$ cat config.mk
export PLATFORM = sky130hd
export DESIGN_NAME = rfile_mp
export DESIGN_NICKNAME = d
export VERILOG_FILES = /design/src/rtl/rfile_pkg.sv /design/src/rtl/rfile_scoreboard.sv /design/src/rtl/rfile_mp.sv
export SDC_FILE = /design/constraint.sdc
export NUM_CORES = 2
export LEC_CHECK = 0
export BUFFER_PORTS_ARGS = -buffer_cell sky130_fd_sc_hd__buf_2
export CAP_MARGIN = 20
export CORE_UTILIZATION = 58
export DETAILED_ROUTE_END_ITERATION = 10
export GPL_TIMING_DRIVEN = 0
export PLACE_DENSITY_LB_ADDON = 0.3
export SYNTH_ARGS = -nofsm -noshare
export SYNTH_HDL_FRONTEND = slang
export SYNTH_HIERARCHICAL = 1
export SYNTH_SLANG_ARGS = --single-unit
$ cat constraint.sdc
create_clock -name Clk -period 10.55 [get_ports Clk]
set_input_delay 1.5825 -clock Clk [delete_from_list [all_inputs] [get_ports Clk]]
set_output_delay 1.5825 -clock Clk [all_outputs]
set_load 0.005 [all_outputs]
$ cat src/rtl/rfile_pkg.sv
// rfile_pkg -- shared constants and types for the multi-ported register file.
//   Def*      : default parameter values used by rfile_mp and rfile_scoreboard
//   data_t    : register word at the default data width
//   addr_t    : register index at the default address width
package rfile_pkg;

    localparam int DefDataWidth    = 32;
    localparam int DefAddressWidth = 5;
    localparam int DefNumRead      = 2;
    localparam int DefNumWrite     = 2;
    localparam int DefZeroReg      = 1;

    typedef logic [DefDataWidth-1:0]    data_t;
    typedef logic [DefAddressWidth-1:0] addr_t;

endpackage

$ cat src/rtl/rfile_scoreboard.sv
// rfile_scoreboard -- one pending bit per register, tracking in-flight producers.
//   Clk, reset   : clock, synchronous active-low reset
//   RegR         : read addresses, used to report busyR
//   RFwrite/RegW : writeback enables/addresses, clear pending bits
//   issue/issueReg/issueReady : issue handshake, sets a pending bit when accepted
//   flush        : drops every pending bit, blocks issue this cycle
//   busyR        : per read port, register still has an outstanding producer
//   anyPending   : registered OR of all pending bits
module rfile_scoreboard
    import rfile_pkg::*;
#(
    parameter int AddressWidth = DefAddressWidth,
    parameter int NumRead      = DefNumRead,
    parameter int NumWrite     = DefNumWrite,
    parameter int ZeroReg      = DefZeroReg
) (
    input  logic                                 Clk,
    input  logic                                 reset,
    input  logic [NumRead-1:0][AddressWidth-1:0] RegR,
    output logic [NumRead-1:0]                   busyR,
    input  logic [NumWrite-1:0]                  RFwrite,
    input  logic [NumWrite-1:0][AddressWidth-1:0] RegW,
    input  logic                                 issue,
    input  logic [AddressWidth-1:0]              issueReg,
    output logic                                 issueReady,
    input  logic                                 flush,
    output logic                                 anyPending
);

    localparam int   Depth    = 1 << AddressWidth;
    localparam logic HardZero = (ZeroReg != 0);

    logic [Depth-1:0] pending;
    logic [Depth-1:0] pendingNext;
    logic [Depth-1:0] clearMask;
    logic [Depth-1:0] setMask;
    logic             issueZero;

    always_comb begin
        clearMask = '0;
        for (int i = 0; i < NumWrite; i++) begin
            if (RFwrite[i]) clearMask[RegW[i]] = 1'b1;
        end
    end

    // r0 never becomes pending, so issuing to it is always safe.
    assign issueZero  = HardZero && (issueReg == '0);
    assign issueReady = !flush && (!pending[issueReg] || clearMask[issueReg] || issueZero);

    always_comb begin
        setMask = '0;
        if (issue && issueReady && !issueZero) setMask[issueReg] = 1'b1;
    end

    // Set is applied after clear so a same-cycle writeback and re-issue
    // leaves the register owned by the new producer.
    always_comb begin
        pendingNext = '0;
        if (!flush) pendingNext = (pending & ~clearMask) | setMask;
        if (HardZero) pendingNext[0] = 1'b0;
    end

    always_ff @(posedge Clk) begin
        if (!reset) pending <= '0;
        else        pending <= pendingNext;
    end

    always_comb begin
        busyR = '0;
        for (int k = 0; k < NumRead; k++) begin
            busyR[k] = pending[RegR[k]] && !clearMask[RegR[k]]
                       && !(HardZero && (RegR[k] == '0));
        end
    end

    assign anyPending = |pending;

endmodule

$ cat src/rtl/rfile_mp.sv
// rfile_mp -- multi-ported register file with write bypass and pending scoreboard.
//   Clk, reset          : clock, synchronous active-low reset
//   RegR/dataR/busyR    : combinational read ports with same-cycle write bypass
//   RFwrite/RegW/dataW  : write ports, higher index wins on address collision
//   issue/issueReg/issueReady, flush, anyPending : see rfile_scoreboard
module rfile_mp
    import rfile_pkg::*;
#(
    parameter int dataWidth    = DefDataWidth,
    parameter int AddressWidth = DefAddressWidth,
    parameter int NumRead      = DefNumRead,
    parameter int NumWrite     = DefNumWrite,
    parameter int ZeroReg      = DefZeroReg
) (
    input  logic                                  Clk,
    input  logic                                  reset,
    input  logic [NumRead-1:0][AddressWidth-1:0]  RegR,
    output logic [NumRead-1:0][dataWidth-1:0]     dataR,
    output logic [NumRead-1:0]                    busyR,
    input  logic [NumWrite-1:0]                   RFwrite,
    input  logic [NumWrite-1:0][AddressWidth-1:0] RegW,
    input  logic [NumWrite-1:0][dataWidth-1:0]    dataW,
    input  logic                                  issue,
    input  logic [AddressWidth-1:0]               issueReg,
    output logic                                  issueReady,
    input  logic                                  flush,
    output logic                                  anyPending
);

    localparam int   Depth    = 1 << AddressWidth;
    localparam logic HardZero = (ZeroReg != 0);

    logic [dataWidth-1:0] regs [Depth];

    // Later loop iterations override earlier ones, giving the higher port priority.
    always_ff @(posedge Clk) begin
        if (!reset) begin
            for (int r = 0; r < Depth; r++) regs[r] <= '0;
        end else begin
            for (int i = 0; i < NumWrite; i++) begin
                if (RFwrite[i] && !(HardZero && (RegW[i] == '0))) regs[RegW[i]] <= dataW[i];
            end
        end
    end

    // Bypass scans ports in ascending order so the same priority applies as storage.
    always_comb begin
        dataR = '0;
        for (int k = 0; k < NumRead; k++) begin
            dataR[k] = regs[RegR[k]];
            for (int i = 0; i < NumWrite; i++) begin
                if (RFwrite[i] && (RegW[i] == RegR[k])) dataR[k] = dataW[i];
            end
            if (HardZero && (RegR[k] == '0)) dataR[k] = '0;
        end
    end

    rfile_scoreboard #(
        .AddressWidth(AddressWidth),
        .NumRead     (NumRead),
        .NumWrite    (NumWrite),
        .ZeroReg     (ZeroReg)
    ) uScoreboard (
        .Clk       (Clk),
        .reset     (reset),
        .RegR      (RegR),
        .busyR     (busyR),
        .RFwrite   (RFwrite),
        .RegW      (RegW),
        .issue     (issue),
        .issueReg  (issueReg),
        .issueReady(issueReady),
        .flush     (flush),
        .anyPending(anyPending)
    );

endmodule

Yosys cells after proc, flatten, opt, wreduce, memory -nomap -nowiden
Memories as Yosys holds them, arrays and structs flattened. Cells that the tools add are included.

Flip-flop bits (word level): 32. Bits in writable memories: 1024. Bits of input ports: 95. Output and inout port bits: 68. Word-level logic and storage cells: 96. Memories kept: 1.

Magnitude comparators: 8. Equality and inequality tests: 4. Multiplexer cells: 40. Bitwise gates (word level): 5. Reduce and logical (&&, ||, !) cells: 36.

Memory list: regs (words 32, width 32, rd ports 2, clocked after Yosys merged registers in 0, wr ports 32, line rfile_mp.sv:33) `logic [dataWidth-1:0] regs [Depth];`.

Operator list (count): 32-bit 2-to-1 mux (11); 32-bit OR reduction (3); 32-bit bitwise OR (2); 32-bit AND (1); 32-bit inverter (1); 1-bit binary-select mux with 5-bit select (6); 5-bit by 6-bit < comparator with 1-bit output, second input constant (5); 5-bit zero test (5); 5-bit equality test (4); 1-bit 2-to-1 mux (18); 1-bit logical AND (16); 1-bit demux with 5-bit select (3); 5-bit by 1-bit >= comparator with 1-bit output, second input constant (3); 5-bit 2-to-1 mux (2); 1-bit zero test (9); 1-bit logical OR (2); 2-bit OR reduction (1); 1-bit inverter (1).

Depth between registers and ports, before layout
Depth after elaboration: 16. Mapped depth: 10. Depth with buffers taken out: 7.

Hierarchy
The synthesis kept the hierarchy.

By module, submodules not included: rfile_mp (instances 1, cells each 4127, area each 59677.2 µm², sequential area each 30749.5 µm²); rfile_scoreboard (instances 1, cells each 421, area each 3559.7 µm², sequential area each 620.6 µm²).

Worst setup path before layout
No wires, ideal clock.

Kind: input -> output. Start: input RFwrite[1]. End: output issueReady. Arrival: 3384 ps. Data required time: 8968 ps. Setup slack: 5583 ps. Cell stages on the path: 10. Path buffers: 3. Cell sequence: buf_6 -> or4b_1 -> buf_4 -> o22a_2 -> a2bb2oi_2 -> nand4_1 -> or4_4 -> a211oi_4 -> buf_6 -> nor2_1.

Cells in the longest elaborated chain, start to end: 6.

Ends and longest elaborated chain: from (decl) (line rfile_mp.sv:20) `input logic [NumWrite-1:0] RFwrite,`; 32-bit 2-to-1 mux (line rfile_scoreboard.sv:42) `if (RFwrite[i]) clearMask[RegW[i]] = 1'b1;`; 1-bit binary-select mux with 5-bit select (line rfile_scoreboard.sv:48) `assign issueReady = !flush && (!pending[issueReg] || clearMask[issueReg] || issueZero);`; 1-bit 2-to-1 mux (not written as such) (line rfile_scoreboard.sv:48); 1-bit logical OR (2 in a row) (line rfile_scoreboard.sv:48); 1-bit logical AND (line rfile_scoreboard.sv:48); to (decl) (line rfile_mp.sv:25) `output logic issueReady,`.

Every way passes these cells. The select of a mux whose other input is x is not followed.

==> results.py <==
metrics = {
    "run_status": {
        "outcome": "finished clean",
    },
    "worst_setup_path": {
        "worst_setup_path_end_kind": "output pin",
        "arrival_ps": 6030,
        "r2r_start": "uScoreboard/pending[15]",
        "crit_type": "in -> out",
        "start_kind": "primary input",
        "rr_endpoint": "uScoreboard/pending[11]",
        "reg2reg_depth": 8,
        "path_max_fanout": 10,
        "reg2reg_slack_ps": 8060,
        "cp.required_ps": 8970,
    },
    "timing": {
        "fmax_ghz": 0.131,
        "fin_crit_sh_pct": 72.2,
        "setup_tns_ps": 0,
        "grt_setup_unrepaired": "false",
        "timing.slew.headroom_pct": 8.53,
        "finalHoldViolations": 0,
        "tightest_slew_ps": 1370,
        "fin_crit_ps": 7610,
        "setup_violations": 0,
        "final_max_slew_viol_count": 0,
        "hold_ws_ps": 541,
        "skew_ps": 14.7,
        "setup_slack_ps": 2940,
    },
    "drt": {
        "drcViolationCount": 0,
        "drt_wl_total_um": 264000,
        "wl_per_cell_um": 41.6,
        "drt_first_pass_iters": 8,
        "final_antenna_net_count": 0,
        "drt_iter0_drc": 9940,
        "num_vias": 51500,
        "via_per_inst": 8.11,
    },
    "min_path": {
        "hold_end": "uScoreboard/pending[5]",
        "whs_path_depth": 2,
        "min_path_type": "reg -> reg",
        "hold_start": "uScoreboard/pending[5]",
    },
    "global_route": {
        "grt_pass1_wl_um": 362000,
        "grt_pass1_vias": 48300,
        "track_usage_pct": 46.9,
        "grt_antenna_before_repair": 20,
        "grt_overflow": 0,
        "grt_max_degree": 24,
    },
    "cts": {
        "clk_root_buffer_cell": "clkbuf_16",
        "cts_resized": 0,
        "clkTransAtPathRegs_ps": 80,
        "cts.path.max_buffers": 3,
        "h-tree-depth": 3,
        "cts_tree": "yes",
        "clk_latency_ps": 720,
        "cts_hold_buffers": 0,
        "cts_buffers": 112,
        "clock-sinks": 1055,
        "post-cts-setup-buffers": 0,
    },
    "die": {
        "rows": 120,
        "io_pins": 163,
        "start_util_pct": 58.8,
        "die_y_um": 332,
        "die_area_um2": 110000,
        "core_area_um2": 108000,
        "die_x_um": 332,
    },
    "synthesis": {
        "async_flop_share_pct": 0,
        "synth_area_leaders": "edfxtp_1 49%, a22o_1 15%, mux4_2 14%",
        "synth_edf_count": 1024,
        "ys_warn_count": 6,
        "synth_flop_cell": "edfxtp_1",
        "synth_top_cell_by_area": "edfxtp_1",
        "synth.top_cell.area_share_pct": 48.6,
        "synthCells": 4548,
        "ys_ff_latch": 1055,
        "synth_cell_types": 79,
        "synth_area_per_cell_um2": 13.9,
        "synth-seq-area-share_pct": 49.6,
        "syn_area_um2": 63200,
    },
    "power": {
        "combinationalPowerShare_pct": 15.8,
        "p_clk_share_pct": 38.0,
        "p_sw_share_pct": 28.4,
        "p_int_uw": 7710,
        "powerDensity_nw_per_um2": 153,
        "p_sw_uw": 3060,
        "p_total_uw": 10800,
        "power.leakage_uw": 0.0242,
        "ir_drop_v": 0.000161,
        "seqPwrFrac_pct": 46.2,
    },
    "run": {
        "max-cap-violations": 0,
    },
    "placement": {
        "numPortBuffers": 93,
        "dp_slack_ps": 3650,
        "hpwl_um": 206000,
        "dpl_cell_area_um2": 66400,
        "gp_congestion": 1.03,
    },
    "layout": {
        "fin_nets": 4934,
        "drive_above_1_share_pct": 22.5,
        "area_delta_synth_final_pct": 11.0,
        "stdcell_area_um2": 70200,
    },
}
==> metal layers <==
layer  track usage [%]  wire, um  share of wire (%)  up-vias
li1                  -         -                  -    19800
met3              23.6     48700                 18      933
met2              66.8    109000                 42     4989
met4              20.7     15200                5.8       31
met5              1.22       558               0.21        -
met1              59.7     89800                 34    25700
==> worst max-delay path, cell delays in order <==
cell and delay, ps:
buf_2 320, buf_2 640, and2_1 220, buf_2 250, buf_2 490, clkbuf_1 490, nand2_1 460, o211a_1 320
nor4_1 680, a221o_1 370, buf_2 170
==> cell usage after synthesis, drive strengths merged (3+ instances only) <==
| library cell | number |
|---|---|
| a22o | 1054 |
| edfxtp | 1024 |
| clkbuf | 466 |
| mux4 | 405 |
| buf | 266 |
| mux2i | 196 |
| mux2 | 125 |
| nand2 | 122 |
| nor2 | 95 |
| o221ai | 87 |
| nor4 | 71 |
| a211oi | 68 |
| a221o | 64 |
| a221oi | 63 |
| o211a | 60 |
| nand3 | 45 |
| o22ai | 45 |
| nand3b | 36 |
| dfxtp | 31 |
| o21ai | 29 |
| nor2b | 16 |
| inv | 14 |
| xnor2 | 13 |
| nor3b | 12 |
| nor3 | 10 |
| nand4 | 9 |
| nand4b | 9 |
| xor2 | 9 |
| nand2b | 8 |
| a21oi | 7 |
| and3 | 7 |
| and2 | 6 |
| and3b | 6 |
| nand4bb | 6 |
| a31oi | 5 |
| a32oi | 5 |
| or2 | 5 |
| or2b | 5 |
| or3 | 5 |
| or4b | 5 |
| or3b | 4 |
| a22oi | 3 |
| o22a | 3 |
| o31ai | 3 |
| or4 | 3 |
==> worst max-delay path by stage <==
| stage | depth (start not counted) | start | end |
|---|---|---|---|
| after floorplan | 10 | RFwrite[1] | issueReady |
| after global placement | 11 | RegR[1] | dataR[0] |
| after detailed placement | 11 | RegR[1] | dataR[0] |
| after CTS | 11 | RegR[1] | dataR[0] |
| after global routing | 11 | RegR[9] | dataR[45] |
| final | 11 | RegR[9] | dataR[45] |
==> sequential cells by signal, summed over array words and instances (netlist names) <==
signal,flops
regs,1024
uScoreboard/pending,31
==> power groups by stage <==
stage	logic (uW)	registers, uW	clock network [uW]
after floorplan	953	5000	0
after detailed placement	1590	5050	0
after CTS	1600	4960	4030
final	1700	4970	4090
after global routing	1710	4990	4170
after global placement	1530	5030	0
==> metrics by stage <==
| step | std cells | utilization (%) |
|---|---|---|
| global route | 6337 | 65.3 |
| global placement | 6075 | 61.0 |
| CTS | 6331 | 65.2 |
| detailed placement | 6124 | 61.8 |
| floorplan | 4579 | - |
| finish | 6344 | 65.3 |
==> logic make-up (layout without fill, tap and decap cells) <==
family | after synthesis | after routing | synth area share [%]
mux | 726 | 726 | 19.8
simple gates | 487 | 487 | 4.17
compound gates | 1510 | 1510 | 20.9
xor+xnor | 22 | 22 | 0.305
buf+inv | 747 | 1100 | 5.28
flops | 1055 | 1055 | 49.6
other cells | 1 | 41 | 0.00593
==> layout make-up <==
cell class / instances / area [um^2]
Clock buffer: 134 / 2890
Tap cell: 1403 / 1760
Inverter: 15 / 56.3
Clock inverter: 73 / 823
Buffer: 732 / 3280
Timing Repair Buffer: 146 / 1320
Fill cell: 7831 / 37300
Sequential cell: 1055 / 31400
Antenna cell: 9 / 22.5
Multi-Input combinational cell: 2777 / 28700
==> cell usage in the layout (no fill, tap or decap), drive strengths merged, types with 6 or more instances in the layout <==
cell type     n
nor3b        12
and3          7
o211a        60
mux2        125
a211oi       68
nand4bb       6
nand2b        8
mux2i       196
nor4         71
diode         9
inv          16
and2          6
o21ai        29
clkbuf      601
dfxtp        31
xor2          9
o221ai       87
bufinv       12
nor2         95
clkinvlp      7
mux4        405
clkinv       53
a221oi       63
a22o       1054
nor2b        16
nand3        45
nor3         10
nand4         9
and3b         6
buf         411
xnor2        13
conb         32
a21oi         7
nand3b       36
a221o        64
edfxtp     1024
nand4b        9
o22ai        45
nand2       122
(Power assumes the default switching activity.)
